**config.mk**
```make
export PLATFORM = sky130hd
export DESIGN_NAME = run_length_encoder_flat
export DESIGN_NICKNAME = d
export VERILOG_FILES = /design/src/rtl/run_length_encoder_if.sv /design/src/rtl/run_length_encoder.sv /design/src/flat_wrapper.sv
export SDC_FILE = /design/constraint.sdc
export NUM_CORES = 1
export LEC_CHECK = 0
export BUFFER_PORTS_ARGS = -buffer_cell sky130_fd_sc_hd__buf_4
export CORE_UTILIZATION = 32
export CTS_BUF_LIST = sky130_fd_sc_hd__clkbuf_4
export DETAILED_ROUTE_END_ITERATION = 6
export PLACE_DENSITY = 0.53
export SYNTH_ARGS = -nofsm -noshare
export SYNTH_HDL_FRONTEND = slang
export SYNTH_SLANG_ARGS = --single-unit
```
**constraint.sdc**
```tcl
create_clock -name Clk -period 3.5 [get_ports Clk]
set_input_delay 0.7 -clock Clk [delete_from_list [all_inputs] [get_ports Clk]]
set_output_delay 0.7 -clock Clk [all_outputs]
set_load 0.02 [all_outputs]
```
**src/rtl/run_length_encoder_if.sv**
```systemverilog
// Record output stream of the run-length encoder.
// The master (encoder) presents the head record with Out_valid/Out_bit/Out_len.
// The slave (consumer) answers with Out_ready. A record is consumed on a
// rising clock edge where Out_valid and Out_ready are both high.
//   Out_valid : head record present
//   Out_ready : consumer accepts the head record this cycle
//   Out_bit   : bit value of the head record
//   Out_len   : run length of the head record (CNT_W bits)
interface run_length_encoder_if #(
  parameter int CNT_W = 8
);
  logic             Out_valid;
  logic             Out_ready;
  logic             Out_bit;
  logic [CNT_W-1:0] Out_len;

  modport master (
    output Out_valid,
    output Out_bit,
    output Out_len,
    input  Out_ready
  );

  modport slave (
    input  Out_valid,
    input  Out_bit,
    input  Out_len,
    output Out_ready
  );
endinterface

```
**src/rtl/run_length_encoder.sv**
```systemverilog
// Run-length encoder: turns a 1-bit sample stream (one sample per clock) and
// the upstream bit-change pulse into (bit, length) records, buffers them in a
// small FIFO and drains them through a valid/ready stream.
// Ports:
//   Clk        : clock, all state on the rising edge
//   Clr        : asynchronous active-high reset
//   X          : serial sample
//   Edge       : high when X differs from the previous cycle's X
//   Flush      : single-cycle request to emit the partial current run
//   out_if     : record stream (Out_valid/Out_ready/Out_bit/Out_len)
//   Overflow   : sticky, a record was dropped because the FIFO was full
//   Fifo_count : number of stored records
module run_length_encoder #(
  parameter int CNT_W = 8,
  parameter int DEPTH = 4
) (
  input  logic                     Clk,
  input  logic                     Clr,
  input  logic                     X,
  input  logic                     Edge,
  input  logic                     Flush,
  run_length_encoder_if.master     out_if,
  output logic                     Overflow,
  output logic [$clog2(DEPTH):0]   Fifo_count
);

  localparam int PW = $clog2(DEPTH);
  localparam logic [CNT_W-1:0] LMAX = '1;
  localparam logic [PW:0] FULL_CNT = (PW+1)'(DEPTH);

  typedef enum logic {
    IDLE = 1'b0,
    RUN  = 1'b1
  } state_t;

  state_t           state_q, state_d;
  logic             run_bit_q, run_bit_d;
  logic [CNT_W-1:0] run_len_q, run_len_d;

  logic             push;
  logic             push_bit;
  logic [CNT_W-1:0] push_len;

  logic             mem_bit_q [DEPTH];
  logic [CNT_W-1:0] mem_len_q [DEPTH];
  logic [PW-1:0]    rd_ptr_q, rd_ptr_d;
  logic [PW-1:0]    wr_ptr_q, wr_ptr_d;
  logic [PW:0]      count_q, count_d;
  logic             ovf_q, ovf_d;

  logic             not_empty;
  logic             pop;
  logic             accept;

  // Run tracker: next state and record generation
  always_comb begin
    state_d   = state_q;
    run_bit_d = run_bit_q;
    run_len_d = run_len_q;
    push      = 1'b0;
    push_bit  = run_bit_q;
    push_len  = run_len_q;
    unique case (state_q)
      IDLE: begin
        state_d   = RUN;
        run_bit_d = X;
        run_len_d = CNT_W'(1);
      end
      RUN: begin
        if (Flush) begin
          // The sample arriving with the flush is not part of any run.
          push      = 1'b1;
          state_d   = IDLE;
          run_len_d = '0;
        end else if (Edge) begin
          push      = 1'b1;
          run_bit_d = X;
          run_len_d = CNT_W'(1);
        end else if (run_len_q == LMAX) begin
          // Split an over-long run; the current sample opens the next chunk.
          push      = 1'b1;
          run_len_d = CNT_W'(1);
        end else begin
          run_len_d = run_len_q + 1'b1;
        end
      end
      default: state_d = IDLE;
    endcase
  end

  always_ff @(posedge Clk or posedge Clr) begin
    if (Clr) begin
      state_q   <= IDLE;
      run_bit_q <= 1'b0;
      run_len_q <= '0;
    end else begin
      state_q   <= state_d;
      run_bit_q <= run_bit_d;
      run_len_q <= run_len_d;
    end
  end

  // FIFO control: a pop in the same cycle frees the slot a full push needs
  assign not_empty = (count_q != '0);
  assign pop       = not_empty && out_if.Out_ready;
  assign accept    = push && ((count_q != FULL_CNT) || pop);

  always_comb begin
    rd_ptr_d = rd_ptr_q;
    wr_ptr_d = wr_ptr_q;
    count_d  = count_q;
    ovf_d    = ovf_q;
    if (pop)
      rd_ptr_d = rd_ptr_q + 1'b1;
    if (accept)
      wr_ptr_d = wr_ptr_q + 1'b1;
    if (accept && !pop)
      count_d = count_q + 1'b1;
    else if (pop && !accept)
      count_d = count_q - 1'b1;
    if (push && !accept)
      ovf_d = 1'b1;
  end

  always_ff @(posedge Clk or posedge Clr) begin
    if (Clr) begin
      rd_ptr_q <= '0;
      wr_ptr_q <= '0;
      count_q  <= '0;
      ovf_q    <= 1'b0;
    end else begin
      rd_ptr_q <= rd_ptr_d;
      wr_ptr_q <= wr_ptr_d;
      count_q  <= count_d;
      ovf_q    <= ovf_d;
    end
  end

  // Record storage; contents are only observed through count-gated outputs
  always_ff @(posedge Clk) begin
    if (accept) begin
      mem_bit_q[wr_ptr_q] <= push_bit;
      mem_len_q[wr_ptr_q] <= push_len;
    end
  end

  assign out_if.Out_valid = not_empty;
  assign out_if.Out_bit   = not_empty & mem_bit_q[rd_ptr_q];
  assign out_if.Out_len   = not_empty ? mem_len_q[rd_ptr_q] : '0;
  assign Overflow         = ovf_q;
  assign Fifo_count       = count_q;

endmodule

```
**src/flat_wrapper.sv**
```systemverilog
// flat-port wrapper written by rule: the top's interface ports become plain ports
module run_length_encoder_flat 
#(
  parameter int CNT_W = 8,
  parameter int DEPTH = 4
)
  (Clk, Clr, X, Edge, Flush, Overflow, Fifo_count, out_if_Out_valid, out_if_Out_bit, out_if_Out_len, out_if_Out_ready);
  run_length_encoder_if #(.CNT_W(CNT_W)) out_if_i ();
  input  logic Clk;
  input  logic Clr;
  input  logic X;
  input  logic Edge;
  input  logic Flush;
  output logic Overflow;
  output logic [$clog2(DEPTH):0] Fifo_count;
  output wire logic [$bits(out_if_i.Out_valid)-1:0] out_if_Out_valid;
  output wire logic [$bits(out_if_i.Out_bit)-1:0] out_if_Out_bit;
  output wire logic [$bits(out_if_i.Out_len)-1:0] out_if_Out_len;
  input wire logic [$bits(out_if_i.Out_ready)-1:0] out_if_Out_ready;
  assign out_if_Out_valid = out_if_i.Out_valid;
  assign out_if_Out_bit = out_if_i.Out_bit;
  assign out_if_Out_len = out_if_i.Out_len;
  assign out_if_i.Out_ready = out_if_Out_ready;
  run_length_encoder #(.CNT_W(CNT_W), .DEPTH(DEPTH)) u_core (.Clk(Clk), .Clr(Clr), .X(X), .Edge(Edge), .Flush(Flush), .out_if(out_if_i), .Overflow(Overflow), .Fifo_count(Fifo_count));
endmodule
```
==> results of run 1 <==
==> layer usage <==
metal  wire [um]  global-route usage
met5           0                   0
met3         117             0.02857
met1        1758              0.1404
met2        2012              0.2078
met4          49             0.04091
==> sequential cells by signal, indices dropped and copies added, names as in the netlist <==
signal,count
u_core.Overflow,1
u_core.rd_ptr_q,2
u_core.mem_bit_q,4
u_core.wr_ptr_q,2
u_core.push_len,8
u_core.state_q,1
u_core.mem_len_q,32
u_core.push_bit,1
u_core.Fifo_count,3
==> worst max-delay path by stage <==
| stage | start | to | depth (start not counted) |
|---|---|---|---|
| 6_report | u_core.rd_ptr_q[0] | out_if_Out_len[0] | 3 |
| 4_1_cts | u_core.rd_ptr_q[0] | out_if_Out_len[0] | 3 |
| 5_1_grt | u_core.rd_ptr_q[0] | out_if_Out_len[0] | 3 |
| 2_1_floorplan | out_if_Out_ready | u_core.Fifo_count[1] | 6 |
| 3_5_place_dp | u_core.push_len[1] | u_core.Fifo_count[2] | 10 |
| 3_3_place_gp | out_if_Out_ready | u_core.Fifo_count[1] | 7 |
==> worst max-delay path, stage by stage, from the launching register on <==
cell     delay (ps)
dfrtp_1         810
mux4_2          590
and2_1          170
buf_4           150
==> through the flow <==
stage,instances,total power [mW],utilization
2_1_floorplan,139,1.402,-
3_3_place_gp,251,1.646,0.3700
3_5_place_dp,251,1.669,0.3700
4_1_cts,259,1.935,0.3784
5_1_grt,259,2.025,0.3784
6_report,259,1.899,0.3784
==> layout make-up <==
cell class,instances,share of cell area
Timing Repair Buffer,19,0.05518
Clock inverter,3,0.007744
Sequential cell,54,0.5924
Inverter,5,0.007260
Tap cell,96,0.04647
Multi-Input combinational cell,77,0.2764
Clock buffer,5,0.01452
==> power breakdown <==
group	switching (mW)	internal [mW]
registers	0.127	0.814
logic	0.332	0.358
clock network	0.189	0.0789
total	0.649	1.25
==> Yosys cell counts (2+ instances only) <==
| cell type | number |
|---|---|
| mux4_2 | 9 |
| and2_1 | 9 |
| nand3_1 | 6 |
| nor2_1 | 7 |
| clkbuf_1 | 2 |
| xor2_1 | 5 |
| nand2_1 | 4 |
| xnor2_1 | 6 |
| edfxtp_1 | 36 |
| ha_1 | 6 |
| o21ai_0 | 3 |
| dfrtp_1 | 18 |
| inv_1 | 5 |
| nor3_1 | 2 |
| and3_1 | 2 |
| mux2_2 | 2 |
| and2_2 | 4 |
| a21oi_1 | 2 |
==> placed cells by master (no fill, tap or decap) <==
cell	n
a21oi_1	2
and2_1	9
and2_2	4
and3_1	2
buf_4	19
clkbuf_4	5
clkinv_1	1
clkinvlp_4	1
dfrtp_1	18
edfxtp_1	36
fa_1	1
ha_1	6
inv_1	5
inv_6	1
mux2_2	2
mux2_4	1
mux4_2	9
nand2_1	4
nand3_1	6
nand4_1	1
nor2_1	7
nor3_1	2
nor3b_1	1
o21ai_0	3
o21bai_1	1
o311a_4	1
o31ai_1	1
or3_1	1
or3_2	1
or4b_4	1
xnor2_1	6
xor2_1	5
==> logic make-up after synthesis <==
kind of cell / after synthesis
buf+inv: 8
compound gates: 8
simple gates: 39
fa+ha+maj: 7
xor+xnor: 11
mux: 12
flops: 54
==> results.toml, run 1 <==
[yosys]
async_reset_ff_frac = 0.3333
synth_warnings = 0
main_area_contributors_after_synthesis = "edfxtp_1, dfrtp_1, mux4_2"
synth_nets = 152
synth-compound-area-share = 0.02692
post_synth_fa_ha_maj_area_fraction = 0.04176
syn-instance-count = 139
post_synthesis_share_of_cell_area_spent_on_xor_and_xnor_gates = 0.04231
synthSimpleGateAreaFrac = 0.09725
synth_top_family_by_area = "multiplexers"
synth_largest_area_cell = "edfxtp_1"
number_of_enable_type_register_cells_in_the_synthesized_netlist = 36
synth_cell_types = 29
synthMuxAreaShare = 0.1055
avg_cell_area_syn_um2 = 16.38
post_synthesis_instance_area_mm2 = 0.002277
yosys_most_used_dff = "edfxtp_1"
synth_seq_area_share = 0.6725
synth.ff_latch_count = 54
synthDominantCellAreaShare = 0.4747

[die]
ios = 20
fp.dieH_um = 86.36
die_width_um = 86.36
floorplan.initialDensity = 0.3333
die_area_mm2 = 0.007457
core_outline_area_mm2 = 0.006832
placementRows = 30

[critical_path]
worst-path-max-fanout = 11
critPathCaptureType = "output port"
timing.rr.start = "u_core.push_len[1]"
worstReg2RegEnd = "u_core.Fifo_count[2]"
rrSetupSlack_ps = 870
arrival_time_worst_endpoint_ps = 2080
logic_depth_of_the_worst_register_to_register_path = 10
worstPathRequired_ps = 2800
critical_path_startpoint_category = "flop"
worstSetupPathType = "flop to output port"

[sta]
final.period_utilization = 0.7956
setup_violations = 0
final.setup_skew_ps = 12.20
setup_ws_ps = 715.4
timing_worst_slew_pin_value_ps = 738.5
finalHoldViolCount = 0
slew_headroom = 0.5071
timing.final.max_slew_violations = 0
fin_worst_hold_slack_ps = 439.5
fmax_ghz = 0.3591
grt_setup_unrepaired = "false"
tns_ps = 0
final.min_clock_period_ps = 2785

[pwr]
power-per-cell-area_mw_per_mm2 = 734.5
irDropWorstVdd_mv = 0.3438
power.leakage_nw = 0.9715

[layout]
ff_latch_area_mm2 = 0.001531
final.fill_count = 682
multi_input_comb_area_um2 = 714.4
layout.nets = 175
layout.cell_area.non_filler_mm2 = 0.002585
diodes = 0
layout-drive-gt1-share = 0.2761
flow.area_growth_from_synthesis_pct = 13.52

[cts]
cts_htree_levels = 2
clk_lat_worst_skew_ps = 370
cts_made_buffers = 5
cts_tree = "yes"
holdBufCountCts = 0
clock_path_buffers = 2
cts_setup_buffers = 0
clock-root-buffer = "clkbuf_4"
cts_sinks = 54
cts_resized = 0
cts.reportedPaths.clkPinSlew_ps = 150

[min_path]
worstHoldPathType = "primary input to asynchronous set/reset pin"

[drt]
wire_per_inst_um = 15.20
final_antenna_net_count = 0
drcViolationCount = 0
initialDrtViolationCount = 43
routed_via_count = 1203
drt_pre_antenna_iters = 4
wl_um = 3938
via_per_inst = 4.645

[global_routing]
grt_start_max_net_pins = 19
grt_usage = 0.1177
overflow = 0
grt_pass1_vias = 1224
grt_first_pass_wirelength_um = 6306
antenna_found_initial = 0

[placed_design]
post-place-ws_ps = 896.3
finalWeightedCongestion = 0.7427
dpl_cell_area_mm2 = 0.002527
dp_hpwl_um = 2662
portBuffers = 19

[run_status]
status = "finished, final reports clean"

[run]
max-cap-violations = 0
Note: power is estimated with default switching activity, not from simulation.
==> run 2: changes to the inputs <==
Settings changed: ABC_AREA from default to 1.
Clock period 3.5 ns to 2.8 ns, I/O delays scaled along.
==> results.toml, run 2 <==
[die]
die_width_um = 87.94
ios = 20
floorplan.initialDensity = 0.3385
placementRows = 30
die_area_mm2 = 0.007733
core_outline_area_mm2 = 0.006982
fp.dieH_um = 87.94

[yosys]
synth_cell_types = 27
syn-instance-count = 222
post_synthesis_share_of_cell_area_spent_on_xor_and_xnor_gates = 0.01482
post_synthesis_instance_area_mm2 = 0.002364
main_area_contributors_after_synthesis = "edfxtp_1, dfrtp_1, nor2_1"
synth_nets = 235
yosys_most_used_dff = "edfxtp_1"
avg_cell_area_syn_um2 = 10.65
synth_seq_area_share = 0.6480
synth.ff_latch_count = 54
synthMuxAreaShare = 0
synthSimpleGateAreaFrac = 0.1694
async_reset_ff_frac = 0.3333
synth-compound-area-share = 0.07570
yosys.cell_count.top_type = "nor2_1"
synth_largest_area_cell = "edfxtp_1"
post_synth_fa_ha_maj_area_fraction = 0.04023
synth_top_cells_by_count = "nor2_1, edfxtp_1, inv_1, nand2_1, o21ai_0"
synth_top_family_by_area = "simple AND/OR/NAND/NOR gates"
synth_warnings = 0
number_of_enable_type_register_cells_in_the_synthesized_netlist = 36
synthDominantCellAreaShare = 0.4574

[min_path]
worstHoldPathType = "primary input to asynchronous set/reset pin"

[sta]
timing.final.max_slew_violations = 0
timing_worst_slew_pin_value_ps = 731.4
fmax_ghz = 0.4107
grt_setup_unrepaired = "false"
tns_ps = 0
final.setup_skew_ps = 9.308
final.period_utilization = 0.8695
fin_worst_hold_slack_ps = 285.9
setup_violations = 0
finalHoldViolCount = 0
slew_headroom = 0.5119
final.min_clock_period_ps = 2435

[global_routing]
grt_first_pass_wirelength_um = 7134
antenna_found_initial = 0
grt_usage = 0.1277
grt_start_max_net_pins = 21
most_used_routing_layer = "met2"
overflow = 0
groute.layer.met1.usage = 0.1739
grt_pass1_vias = 1425
grtUsageMet3 = 0.02262
groute.layer.met2.usage = 0.1994

[layout]
largest-register = "u_core.mem_len_q"
ff_latch_area_mm2 = 0.001531
layout-drive-gt1-share = 0.1520
final.fill_count = 696
multi_input_comb_area_um2 = 709.4
diodes = 0
flow.area_growth_from_synthesis_pct = 14.24
layout.nets = 262
fin_util = 0.3867
largest_reg_flops = 32
layout.cell_area.non_filler_mm2 = 0.002700
mostFrequentLayoutCell = "nor2_1"
most-common-layout-cells = "nor2_1, edfxtp_1, buf_4, inv_1, nand2_1"

[drt]
wire_per_inst_um = 12.77
initialDrtViolationCount = 53
final_antenna_net_count = 0
drcViolationCount = 0
via_per_inst = 4.488
wl_um = 4417
drt_pre_antenna_iters = 4
routed_via_count = 1553

[cts]
cts_sinks = 54
clock_path_buffers = 2
holdBufCountCts = 0
cts_tree = "yes"
cts_setup_buffers = 0
clock-root-buffer = "clkbuf_4"
cts.reportedPaths.clkPinSlew_ps = 150
cts_resized = 0
clk_lat_worst_skew_ps = 370
cts_made_buffers = 5
cts_htree_levels = 2

[critical_path]
critical_path_startpoint_category = "flop"
arrival_time_worst_endpoint_ps = 1870
worstPathRequired_ps = 2240
critPathCaptureType = "output port"
worst-path-max-fanout = 12
worstSetupPathType = "flop to output port"

[placed_design]
portBuffers = 19
dp_hpwl_um = 3019
finalWeightedCongestion = 0.6991
dpl_cell_area_mm2 = 0.002643

[run]
max-cap-violations = 0

[run_status]
status = "finished, final reports clean"

[pwr]
irDropWorstVdd_mv = 0.3088
power.leakage_nw = 1.072
power-per-cell-area_mw_per_mm2 = 963.7
## run 2: cells by family after synthesis
family / count (synthesis)
AOI/OAI and AO/OA: 35
xor gates and xnor gates: 4
adders and majority gates: 7
buffers and inverters: 30
DFF: 54
and+or+nand+nor: 92
## run 2: metrics by stage
stage / power, mW / setup slack, ps / cells
after floorplan: 1.866 / 627.1 / 222
after global placement: 2.284 / 464.3 / 338
after detailed placement: 2.303 / 432.5 / 338
after CTS: 2.648 / 343.1 / 346
after global routing: 2.805 / 209.0 / 346
final: 2.602 / 365.3 / 346
## run 2: power by group
group	total, mW	leakage [nW]	internal, mW	switching (mW)
Sequential	1.14	0.547	1.04	0.106
Combinational	1.11	0.496	0.434	0.680
Clock	0.344	0.0292	0.0987	0.245
Total	2.60	1.07	1.57	1.03
## run 2: worst max-delay path, stage by stage (launching register included)
cell and delay (ps):
dfrtp_1 650, buf_4 240, nor2_1 50, nor2_1 70
o21ai_0 80, a21oi_1 230, buf_4 180
## run 2: per-layer routing
layer | wire length (um) | up-vias
li1 | - | 788
met1 | 2159 | 728
met2 | 1988 | 30
met3 | 189 | 7
met4 | 80 | 0
met5 | 0 | -
## run 2: layout make-up
cell class | count | share of cell area
clock inverter | 3 | 0.007414
clock buffer | 5 | 0.01390
timing repair buffer | 25 | 0.06951
inverter | 25 | 0.03475
multi-input combinational | 138 | 0.2627
tap | 96 | 0.04449
sequential | 54 | 0.5672
## run 2: final timing paths
check,to,depth (start not counted),from,slack (ps)
min,u_core.Fifo_count[2],2,Clr,290
max,out_if_Out_len[0],6,u_core.rd_ptr_q[0],370
min in group Clk,u_core.state_q,2,Flush,350
max reg2reg,u_core.Fifo_count[2],13,u_core.push_len[0],410
max in group asynchronous,u_core.rd_ptr_q[0],2,Clr,2060
min reg2reg,u_core.Overflow,1,u_core.Overflow,500
==> run 3: changes to the inputs <==
Settings changed: ABC_AREA 1 to default, RECOVER_POWER from default to 25.
==> results.toml, run 3 (same netlist as run 1, synthesis figures left out) <==
[run_status]
status = "finished, final reports clean"

[global_routing]
grt_start_max_net_pins = 19
grt_first_pass_wirelength_um = 6665
overflow = 0
antenna_found_initial = 0
grt_usage = 0.1244
grtUsageMet3 = 0.03619
groute.layer.met1.usage = 0.1507
most_used_routing_layer = "met2"
grt_pass1_vias = 1258
groute.layer.met2.usage = 0.2136

[drt]
via_per_inst = 4.632
drcViolationCount = 0
wire_per_inst_um = 15.28
routed_via_count = 1209
initialDrtViolationCount = 24
drt_pre_antenna_iters = 4
final_antenna_net_count = 0
wl_um = 3989

[critical_path]
arrival_time_worst_endpoint_ps = 2770
critical_path_startpoint_category = "flop"
worstSetupPathType = "flop to flop"
critPathCaptureType = "flop"
worstPathRequired_ps = 3100
worst-path-max-fanout = 8

[die]
die_area_mm2 = 0.007457
placementRows = 30
fp.dieH_um = 86.36
ios = 20
floorplan.initialDensity = 0.3333
die_width_um = 86.36
core_outline_area_mm2 = 0.006832

[cts]
holdBufCountCts = 0
cts_tree = "yes"
cts_sinks = 54
cts_setup_buffers = 0
cts_made_buffers = 5
cts_htree_levels = 2
cts_resized = 0
clk_lat_worst_skew_ps = 370
clock-root-buffer = "clkbuf_4"
cts.reportedPaths.clkPinSlew_ps = 150
clock_path_buffers = 2

[pwr]
power.share.switching = 0.3298
clockPowerShare = 0.173
power-per-cell-area_mw_per_mm2 = 946.2
internal_power_mw = 1.664
power.combinational.fraction = 0.371
irDropWorstVdd_mv = 0.2947
sequentialPowerShare = 0.456
power.net_switching_uw = 818.7
power.leakage_nw = 0.9981

[sta]
timing.final.max_slew_violations = 0
tns_ps = 0
final.period_utilization = 0.8808
final.setup_skew_ps = 4.779
timing_worst_slew_pin_value_ps = 706.7
fmax_ghz = 0.4055
final.min_clock_period_ps = 2466
grt_setup_unrepaired = "false"
slew_headroom = 0.5283
finalHoldViolCount = 0
setup_violations = 0
fin_worst_hold_slack_ps = 283.1

[placed_design]
dp_hpwl_um = 2725
portBuffers = 19
finalWeightedCongestion = 0.7487

[layout]
final.fill_count = 687
diodes = 0
most-common-layout-cells = "edfxtp_1, buf_4, dfrtp_1, mux4_2, and2_1"
largest_reg_flops = 32
flow.area_growth_from_synthesis_pct = 15.22
largest-register = "u_core.mem_len_q"
ff_latch_area_mm2 = 0.001531
layout.nets = 177
mostFrequentLayoutCell = "edfxtp_1"
layout-drive-gt1-share = 0.2909
multi_input_comb_area_um2 = 714.4

[min_path]
worstHoldPathType = "primary input to asynchronous set/reset pin"

[run]
max-cap-violations = 0
## run 3: cell types whose count changed in the layout (fill, tap and decap cells not counted), moves of 4 or more
cell     before  now
and2_2        0    4
nor2_1       53    7
nand2_1      21    4
mux4_2        0    9
xnor2_1       1    6
o21ai_0      20    3
inv_1        22    5
a21oi_1      13    2
and2_1        0    9
buf_4        25   21
## run 3: path summary, 6_finish.rpt
kind | end | start | slack (ps) | cells past startpoint
worst min-delay path | u_core.push_len[4] | Clr | 280 | 2
worst max-delay path | u_core.Fifo_count[2] | u_core.push_len[1] | 330 | 10
worst min register to register | u_core.Overflow | u_core.Overflow | 520 | 1
max in group asynchronous | u_core.rd_ptr_q[1] | Clr | 2070 | 2
min in group Clk | u_core.state_q | Flush | 380 | 2
worst max register to register | u_core.Fifo_count[2] | u_core.push_len[1] | 330 | 10
## run 3: power by group through the flow
stage / Clock, mW / Combinational [mW] / Sequential [mW]
2_1_floorplan: 0 / 0.619 / 1.13
3_3_place_gp: 0 / 0.929 / 1.14
3_5_place_dp: 0 / 0.947 / 1.15
4_1_cts: 0.446 / 0.948 / 1.14
5_1_grt: 0.478 / 1.02 / 1.16
6_report: 0.430 / 0.920 / 1.13
## run 3: final cells by class
| type | instances | area share |
|---|---|---|
| Tap cell | 96 | 0.04578 |
| Multi-Input combinational cell | 77 | 0.2723 |
| Clock buffer | 5 | 0.01431 |
| Clock inverter | 3 | 0.01669 |
| Timing Repair Buffer | 21 | 0.06009 |
| Sequential cell | 54 | 0.5837 |
| Inverter | 5 | 0.007153 |
## run 3: worst max-delay path, cell delays in order, from the launching register on
cell and delay (ps):
dfrtp_1 520, ha_1 310, nand4_1 110, nor2_1 180
o311a_4 230, ha_1 180, inv_1 60, fa_1 370
xor2_1 150, nor2_1 110, xor2_1 180
## run 3: routing by layer
layer	routed length, um	up-vias
met5	0	-
met4	50	0
met3	160	6
met2	2045	24
met1	1733	615
li1	-	564
## run 3: metrics by stage
stage	power [mW]	instances	area, um2	setup slack [ps]	util
2_1_floorplan	1.753	139	2277	499.4	-
3_3_place_gp	2.069	253	2542	382.5	0.3722
3_5_place_dp	2.100	253	2542	343.9	0.3722
4_1_cts	2.530	261	2624	317.4	0.3841
5_1_grt	2.656	261	2624	170.0	0.3841
6_report	2.483	261	2624	333.8	0.3841
